`config.mk`:
```
export PLATFORM = sky130hd
export DESIGN_NAME = updown_counter_mod
export DESIGN_NICKNAME = d
export VERILOG_FILES = /design/src/rtl/updown_counter_mod.sv
export SDC_FILE = /design/constraint.sdc
export NUM_CORES = 1
export LEC_CHECK = 0
export ABC_AREA = 0
export CAP_MARGIN = 20
export CORE_ASPECT_RATIO = 0.75
export CORE_MARGIN = 3
export CORE_UTILIZATION = 55
export DETAILED_ROUTE_END_ITERATION = 7
export PLACE_DENSITY = 0.79
export SYNTH_ARGS = -nofsm -noshare
export SYNTH_HDL_FRONTEND = slang
export SYNTH_SLANG_ARGS = --single-unit
```
`constraint.sdc`:
```
create_clock -name clk -period 6.9 [get_ports clk]
set_input_delay 1.035 -clock clk [delete_from_list [all_inputs] [get_ports clk]]
set_output_delay 1.035 -clock clk [all_outputs]
set_load 0.02 [all_outputs]
```
`src/rtl/updown_counter_mod.sv`:
```
// Parametrised up/down event counter with programmable step, run-time
// modulo limit, wrap/saturate behaviour, a terminal-count pulse and sticky
// overflow/underflow flags. Arithmetic is carried in WIDTH+1 bits so that a
// sum or wrap-around never loses its carry before it is compared with limit.
module updown_counter_mod #(
    parameter int WIDTH  = 8,
    parameter int STEP_W = 4
) (
    input  logic              clk,
    input  logic              reset,
    input  logic [WIDTH-1:0]  data_in,
    input  logic              load,
    input  logic              enable,
    input  logic              up_down,
    input  logic [STEP_W-1:0] step,
    input  logic              mode,
    input  logic [WIDTH-1:0]  limit,
    input  logic              clear_flags,
    output logic [WIDTH-1:0]  data_out,
    output logic              tc,
    output logic              overflow,
    output logic              underflow,
    output logic              at_max,
    output logic              at_zero
);

    // Width large enough to compare step against limit without truncating either.
    localparam int CW = (STEP_W > WIDTH) ? (STEP_W + 1) : (WIDTH + 1);

    localparam logic [WIDTH:0]   ONE_X  = {{WIDTH{1'b0}}, 1'b1};
    localparam logic [WIDTH-1:0] ZERO_W = {WIDTH{1'b0}};

    // State registers
    logic [WIDTH-1:0] count_r;
    logic             tc_r;
    logic             overflow_r;
    logic             underflow_r;

    // Next-state values
    logic [WIDTH-1:0] count_next_s;
    logic             tc_next_s;
    logic             ovf_set_s;
    logic             udf_set_s;
    logic             overflow_next_s;
    logic             underflow_next_s;

    // Widened operands
    logic [CW-1:0]    step_c_s;
    logic [CW-1:0]    limit_c_s;
    logic [CW-1:0]    step_min_c_s;
    logic [WIDTH:0]   eff_step_s;
    logic [WIDTH:0]   count_x_s;
    logic [WIDTH:0]   limit_x_s;
    logic [WIDTH:0]   limit_plus1_s;
    logic [WIDTH:0]   up_sum_s;
    logic [WIDTH-1:0] load_val_s;

    assign step_c_s      = {{(CW - STEP_W){1'b0}}, step};
    assign limit_c_s     = {{(CW - WIDTH){1'b0}}, limit};
    assign step_min_c_s  = (step_c_s < limit_c_s) ? step_c_s : limit_c_s;
    // The clamped step never exceeds limit, so it always fits in WIDTH+1 bits.
    assign eff_step_s    = (WIDTH + 1)'(step_min_c_s);
    assign count_x_s     = {1'b0, count_r};
    assign limit_x_s     = {1'b0, limit};
    assign limit_plus1_s = limit_x_s + ONE_X;
    assign up_sum_s      = count_x_s + eff_step_s;
    assign load_val_s    = (data_in < limit) ? data_in : limit;

    // Next count, crossing detection and terminal-count request for this cycle.
    always_comb begin
        count_next_s = count_r;
        tc_next_s    = 1'b0;
        ovf_set_s    = 1'b0;
        udf_set_s    = 1'b0;
        if (load) begin
            count_next_s = load_val_s;
        end else if (enable) begin
            if (count_x_s > limit_x_s) begin
                // limit was lowered below the current count: pull back into range
                count_next_s = limit;
            end else if (eff_step_s == {(WIDTH + 1){1'b0}}) begin
                count_next_s = count_r;
            end else if (up_down) begin
                if (up_sum_s > limit_x_s) begin
                    tc_next_s = 1'b1;
                    ovf_set_s = 1'b1;
                    if (mode) begin
                        count_next_s = limit;
                    end else begin
                        count_next_s = WIDTH'(up_sum_s - limit_plus1_s);
                    end
                end else begin
                    count_next_s = WIDTH'(up_sum_s);
                end
            end else begin
                if (eff_step_s > count_x_s) begin
                    tc_next_s = 1'b1;
                    udf_set_s = 1'b1;
                    if (mode) begin
                        count_next_s = ZERO_W;
                    end else begin
                        count_next_s = WIDTH'(count_x_s + limit_plus1_s - eff_step_s);
                    end
                end else begin
                    count_next_s = WIDTH'(count_x_s - eff_step_s);
                end
            end
        end else begin
            count_next_s = count_r;
        end
    end

    // Sticky flags: a new crossing takes precedence over a clear request.
    always_comb begin
        overflow_next_s  = overflow_r;
        underflow_next_s = underflow_r;
        if (ovf_set_s) begin
            overflow_next_s = 1'b1;
        end else if (clear_flags) begin
            overflow_next_s = 1'b0;
        end else begin
            overflow_next_s = overflow_r;
        end
        if (udf_set_s) begin
            underflow_next_s = 1'b1;
        end else if (clear_flags) begin
            underflow_next_s = 1'b0;
        end else begin
            underflow_next_s = underflow_r;
        end
    end

    // Register count, terminal-count pulse and flags with synchronous reset.
    always_ff @(posedge clk) begin
        if (reset) begin
            count_r     <= ZERO_W;
            tc_r        <= 1'b0;
            overflow_r  <= 1'b0;
            underflow_r <= 1'b0;
        end else begin
            count_r     <= count_next_s;
            tc_r        <= tc_next_s;
            overflow_r  <= overflow_next_s;
            underflow_r <= underflow_next_s;
        end
    end

    assign data_out  = count_r;
    assign tc        = tc_r;
    assign overflow  = overflow_r;
    assign underflow = underflow_r;
    assign at_max    = (count_r == limit);
    assign at_zero   = (count_r == ZERO_W);

endmodule

```
==> flow_metrics.env, run 1 <==
export IMPL_die_w_um=93.64
export IMPL_ys_warn_count=0
export IMPL_cts_max_path_buffers=2
export IMPL_cts_tree="done"
export IMPL_crit_type="in -> reg"
export IMPL_drt_iter0_markers=218
export IMPL_area_growth_pct=16.71
export IMPL_register_area_sq_um=220.2
export IMPL_drc=0
export IMPL_h_tree_depth=1
export IMPL_path_clk_slew_ns=0.05
export IMPL_postCtsSetupBuffers=0
export IMPL_cts_buffers=3
export IMPL_setup_viol=0
export IMPL_dp_cells=528
export IMPL_crit_path_start_kind="input port"
export IMPL_fill_cells=494
export IMPL_num_nets_final=553
export IMPL_grt_pass1_wl_um=15180
export IMPL_grt_max_degree=24
export IMPL_syn_cell_area_sq_um=3168
export IMPL_synth_seq_cells=11
export IMPL_finClkSkew_ns=0.003852
export IMPL_io_buffers=39
export IMPL_num_vias=3243
export IMPL_synth_cell_type_count=60
export IMPL_r2r_start="data_out[1]$_SDFFE_PP0P_"
export IMPL_antenna_cells=0
export IMPL_grt_antenna_before_repair=0
export IMPL_fmax_ghz=0.1554
export IMPL_synth_main_ff_cell="dfxtp_1"
export IMPL_synth_edff_count=0
export IMPL_dp_final_hpwl_um=7568
export IMPL_hp_start="overflow$_SDFFE_PP0P_"
export IMPL_power_leakage_nw=1.651
export IMPL_power_density_nw_per_um2=220.1
export IMPL_rows=23
export IMPL_drv_slew=0
export IMPL_crit_arrival_ns=6.52
export IMPL_wl_um=9253
export IMPL_cap_violations=0
export IMPL_grtUsageTotal=0.2842
export IMPL_synthTopCellsByArea="ha_1, dfxtp_1, a21oi_1, xnor2_1, fa_1"
export IMPL_layout_drive_gt1_share=0.05470
export IMPL_yosysSeqAreaShare=0.06951
export IMPL_place_gp_congestion=0.9100
export IMPL_hold_viol=0
export IMPL_syn_avg_cell_area_sq_um=7.634
export IMPL_start_util=0.5794
export IMPL_clock_latency_ns=0.24
export IMPL_multi_input_area_sq_um=2738
export IMPL_root_buffer="clkbuf_8"
export IMPL_rsz0062_at_grt="no"
export IMPL_max_slew_margin_rel=0.3382
export IMPL_setup_tns_ns=0
export IMPL_dieArea_sq_um=6716
export IMPL_peakVddDrop_v=0.00009792
export IMPL_endpoint_kind="flop"
export IMPL_cts_resized_gates=0
export IMPL_wl_per_cell_um=17.39
export IMPL_stdcell_count=532
export IMPL_cp_data_required_time_ns=6.99
export IMPL_vias_per_cell=6.096
export IMPL_grt_pass1_vias=2996
export IMPL_crit_fanout=14
export IMPL_grt_ovfl_total=0
export IMPL_core_area_sq_um=5468
export IMPL_postCtsHoldBufs=0
export IMPL_io_pin_count=40
export IMPL_worstMarginPinSlew_ns=0.9895
export IMPL_clkSinkCount=11
export IMPL_status="finished clean"
export IMPL_async_flop_share=0
export IMPL_crit_start="limit[7]"
export IMPL_hold_path_class="reg -> reg"
export IMPL_synth_top_area_share=0.2291
export IMPL_min_period_ns=6.434
export IMPL_antenna_left=0
export IMPL_synth_top_area_cell="ha_1"
export IMPL_synthCells=415
export IMPL_die_y_um=71.73
export IMPL_drt_pass1_iterations=5
export IMPL_finalCritPeriodShare=0.9324
==> where the power goes <==
part	total (mW)	internal, mW	leakage (nW)	switching, mW
Clock	0.0678	0.0408	0.0228	0.0270
Sequential	0.0933	0.0720	0.0909	0.0213
Combinational	0.653	0.294	1.54	0.359
==> area by class of cell <==
cell class | count | share of cell area
sequential | 11 | 0.05956
tap | 75 | 0.02538
clock buffer | 4 | 0.01218
multi-input combinational | 354 | 0.7404
timing repair buffer | 46 | 0.1198
inverter | 42 | 0.04264
==> cell usage in the layout, fill, tap and decap left out, types with 4 or more instances in the layout <==
| cell type | netlist | routed |
|---|---|---|
| ha_1 | 58 | 58 |
| xnor2_1 | 23 | 23 |
| inv_1 | 42 | 42 |
| nor2b_1 | 5 | 5 |
| mux2_2 | 5 | 5 |
| o21ai_0 | 22 | 22 |
| xor2_1 | 6 | 6 |
| a21o_1 | 6 | 6 |
| a21oi_1 | 42 | 42 |
| buf_4 | 0 | 7 |
| nor4_1 | 5 | 5 |
| nand4_1 | 5 | 5 |
| nand2b_1 | 4 | 4 |
| o21bai_1 | 4 | 4 |
| nand3_1 | 8 | 8 |
| mux2i_1 | 8 | 8 |
| nand2_1 | 16 | 16 |
| nor2_1 | 32 | 32 |
| o211ai_1 | 5 | 5 |
| nor3b_1 | 6 | 6 |
| conb_1 | 2 | 11 |
| dfxtp_1 | 11 | 11 |
| a31oi_1 | 8 | 8 |
| fa_1 | 10 | 10 |
| nor3_1 | 10 | 10 |
| clkdlybuf4s50_1 | 0 | 39 |
==> cell families after synthesis <==
group                    Yosys count  synth area share
XOR/XNOR                          29           0.08017
multiplexers                      13           0.04305
buffers and inverters             59           0.07701
AO/OA/AOI/OAI                    126            0.2623
other                              2          0.002371
adder cells (fa/ha/maj)           68            0.2923
flip-flops                        11           0.06951
AND/OR/NAND/NOR                  107            0.1734
==> worst paths after layout <==
path,end,slack [ns],depth (start not counted)
max reg2reg,data_out[7]$_SDFFE_PP0P_,2.53,16
max,data_out[7]$_SDFFE_PP0P_,0.47,23
min reg2reg,overflow$_SDFFE_PP0P_,0.49,2
min,overflow$_SDFFE_PP0P_,0.49,2
==> per-layer routing <==
metal  wire length, um  track usage
met1              4527       0.4190
met2              3951       0.4303
met3               658      0.05981
met4               117      0.05288
met5                 0            0
==> critical path, cell delays in order <==
cell             delay [ns]
clkdlybuf4s50_1        0.48
nor4_1                 0.58
o21ai_0                0.20
a21oi_1                0.16
buf_4                  0.16
mux2_2                 0.37
ha_1                   0.20
inv_1                  0.07
fa_1                   0.26
nor2b_4                0.06
o21ai_2                0.14
a21oi_1                0.10
o21ai_0                0.15
nand2_1                0.09
xnor2_1                0.27
ha_1                   0.32
a2111oi_0              0.34
o21ai_0                0.16
o22a_1                 0.24
or2_1                  0.46
a21o_1                 0.25
a211oi_1               0.31
a2111oi_2              0.12
==> cells in the mapped netlist (8+ instances only) <==
| master | count |
|---|---|
| a31oi_1 | 8 |
| xnor2_1 | 23 |
| a21oi_1 | 42 |
| o21ai_0 | 22 |
| inv_1 | 42 |
| nor3_1 | 10 |
| clkbuf_1 | 12 |
| nor2_1 | 32 |
| nand2_1 | 16 |
| fa_1 | 10 |
| dfxtp_1 | 11 |
| mux2i_1 | 8 |
| nand3_1 | 8 |
| ha_1 | 58 |
==> through the flow <==
| step | area (sq um) | setup slack (ns) | hold slack, ns | power (mW) | util |
|---|---|---|---|---|---|
| 3_3_place_gp | 3652 | 0.5092 | 0.4793 | 0.7167 | 0.6680 |
| 6_report | 3697 | 0.4662 | 0.4910 | 0.8138 | 0.6762 |
| 5_1_grt | 3697 | 0.1370 | 0.5319 | 0.8911 | 0.6762 |
| 2_1_floorplan | 3202 | 1.135 | 0.5955 | 0.5983 | - |
| 4_1_cts | 3697 | 0.5734 | 0.4903 | 0.8023 | 0.6762 |
| 3_5_place_dp | 3652 | 0.3276 | 0.4745 | 0.7330 | 0.6680 |
==> state kept, by name (all words and copies together) (netlist names) <==
signal and flops:
data_out 8, tc 1, underflow 1, overflow 1
(Power assumes the default switching activity.)
==> inputs of run 2 (changes only) <==
--- a/config.mk
+++ b/config.mk
@@ -11,6 +11,7 @@
 export CORE_MARGIN = 3
 export CORE_UTILIZATION = 55
 export DETAILED_ROUTE_END_ITERATION = 7
+export GPL_TIMING_DRIVEN = 0
 export PLACE_DENSITY = 0.79
 export SYNTH_ARGS = -nofsm -noshare
 export SYNTH_HDL_FRONTEND = slang
==> run 2 against run 1 <==
  * Sequential power hardly changed
  * Sequential share of layout area hardly changed
  * Count of clock-buffer cells in the layout stayed put
  * Clock power is 2% lower
  * Clock skew is 0.00093 ns lower
  * Die area stayed put
  * Critical endpoint unchanged
  * Global-route usage is 0.069 points lower
==> flow_metrics.env, run 2 (synthesized netlist as in run 1, its figures left out) <==
export IMPL_layout_drive_gt1_share=0.04946
export IMPL_grt_busiest_layer="met2"
export IMPL_final_area_sq_um=3711
export IMPL_wl_um=9403
export IMPL_max_slew_margin_rel=0.5584
export IMPL_internal_power_uw=422.0
export IMPL_dp_final_hpwl_um=7712
export IMPL_mostFrequentLayoutCells="ha_1, inv_1, a21oi_1"
export IMPL_cts_resized_gates=0
export IMPL_met3_usage=0.05771
export IMPL_cap_violations=0
export IMPL_clkSinkCount=11
export IMPL_num_nets_final=561
export IMPL_use_met2=0.4319
export IMPL_root_buffer="clkbuf_8"
export IMPL_rsz0062_at_grt="no"
export IMPL_area_growth_pct=17.14
export IMPL_path_cells="clkdlybuf4s50_1, nor4_1, o21ai_0, a21oi_1, mux2_2, ha_1, clkbuf_1, nand3b_1, o221ai_1, o22ai_1, xnor2_1, inv_1, ha_1, a2111oi_0, o21ai_0, o22a_1, or2_1, buf_6, buf_8, a21oi_4, o221ai_2, a2111oi_2"
export IMPL_cts_tree="done"
export IMPL_grtUsageMet1=0.4160
export IMPL_reg2reg_slack_ns=2.56
export IMPL_hold_viol=0
export IMPL_worstMarginPinSlew_ns=0.6456
export IMPL_fmax_ghz=0.1508
export IMPL_drt_pass1_iterations=5
export IMPL_endpoint_kind="flop"
export IMPL_cts_buffers=3
export IMPL_setup_viol=0
export IMPL_finalCritPeriodShare=0.9611
export IMPL_crit_path_start_kind="input port"
export IMPL_antenna_cells=0
export IMPL_hp_start="overflow$_SDFFE_PP0P_"
export IMPL_place_area_sq_um=3666
export IMPL_grt_ovfl_total=0
export IMPL_rows=23
export IMPL_clock_latency_ns=0.24
export IMPL_crit_type="in -> reg"
export IMPL_place_gp_congestion=0.9670
export IMPL_p_seq_frac=0.111
export IMPL_die_y_um=71.73
export IMPL_cts_max_path_buffers=2
export IMPL_combPwrFrac=0.810
export IMPL_vias_per_cell=6.067
export IMPL_switching_share=0.4987
export IMPL_die_w_um=93.64
export IMPL_setup_tns_ns=0
export IMPL_layout_commonest_cell="ha_1"
export IMPL_antenna_left=0
export IMPL_grt_max_degree=12
export IMPL_path_clk_slew_ns=0.05
export IMPL_crit_start="limit[4]"
export IMPL_cp_data_required_time_ns=7.03
export IMPL_hold_path_class="reg -> reg"
export IMPL_drc=0
export IMPL_wl_per_cell_um=17.41
export IMPL_utilization=0.6787
export IMPL_crit_arrival_ns=6.76
export IMPL_start_util=0.5794
export IMPL_r2r_start="data_out[1]$_SDFFE_PP0P_"
export IMPL_drt_iter0_markers=242
export IMPL_power_leakage_nw=1.649
export IMPL_hold_ws_ns=0.5014
export IMPL_grtUsageTotal=0.2835
export IMPL_io_pin_count=40
export IMPL_p_clk_frac=0.079
export IMPL_status="finished clean"
export IMPL_dieArea_sq_um=6716
export IMPL_postCtsHoldBufs=0
export IMPL_min_period_ns=6.632
export IMPL_path_buf_inv=5
export IMPL_slowest_delay_ns=0.55
export IMPL_h_tree_depth=1
export IMPL_postCtsSetupBuffers=0
export IMPL_core_area_sq_um=5468
export IMPL_io_buffers=37
export IMPL_num_vias=3276
export IMPL_grt_pass1_vias=2983
export IMPL_grt_antenna_before_repair=0
export IMPL_switching_power_uw=419.7
export IMPL_peakVddDrop_v=0.00008536
export IMPL_drv_slew=0
export IMPL_grt_pass1_wl_um=15100
export IMPL_cp_slowest_cell="clkdlybuf4s50_1"
export IMPL_largest_reg_flops=8
export IMPL_power_density_nw_per_um2=226.8
export IMPL_fill_cells=464
export IMPL_crit_fanout=10
export IMPL_critPathTopFamily="compound AO/OA/AOI/OAI gates"
export IMPL_finClkSkew_ns=0.002922
## run 2: cell count changes in the layout (fill, tap and decap cells not counted), sizes merged
cell / before / now
buf: 7 / 5
clkdlybuf4s50: 39 / 37
clkbuf: 4 / 16
## run 2: per-layer routing
metal,up-vias,part of all wire
met5,-,0
met4,0,0.015
met3,14,0.083
met2,146,0.43
met1,1514,0.47
li1,1602,-
## run 2: through the flow
stage | total power [mW] | std cells | worst slack [ns]
CTS | 0.8286 | 540 | 0.4485
detailed placement | 0.7593 | 536 | 0.2441
global route | 0.9127 | 540 | 0.01915
floorplan | 0.5983 | 424 | 1.135
finish | 0.8417 | 540 | 0.2683
global placement | 0.7436 | 536 | 0.2745
## run 2: worst min-delay path, stage by stage (launching register included)
cell	delay (ns)
dfxtp_1	0.33
a32oi_1	0.06
nor2_1	0.08
## run 2: cell type report
type                       count  area [sq um]  area share
multi-input combinational    354          2738      0.7377
timing repair buffer          37         370.4     0.09980
sequential                    11         220.2     0.05934
inverter                      42         157.7     0.04248
tap                           75         93.84     0.02529
buffer                        17         86.33     0.02326
clock buffer                   4         45.04     0.01214
## run 2: worst paths after layout
| path | to | cells past startpoint |
|---|---|---|
| max reg2reg | data_out[7]$_SDFFE_PP0P_ | 18 |
| min | overflow$_SDFFE_PP0P_ | 2 |
| min reg2reg | overflow$_SDFFE_PP0P_ | 2 |
| max | data_out[7]$_SDFFE_PP0P_ | 22 |
## run 2: power by group through the flow
| stage | clock, mW | sequential [mW] | combinational (mW) |
|---|---|---|---|
| detailed placement | 0 | 0.0937 | 0.666 |
| finish | 0.0663 | 0.0932 | 0.682 |
| CTS | 0.0662 | 0.0925 | 0.670 |
| floorplan | 0 | 0.0954 | 0.503 |
| global route | 0.0699 | 0.0941 | 0.749 |
| global placement | 0 | 0.0932 | 0.650 |
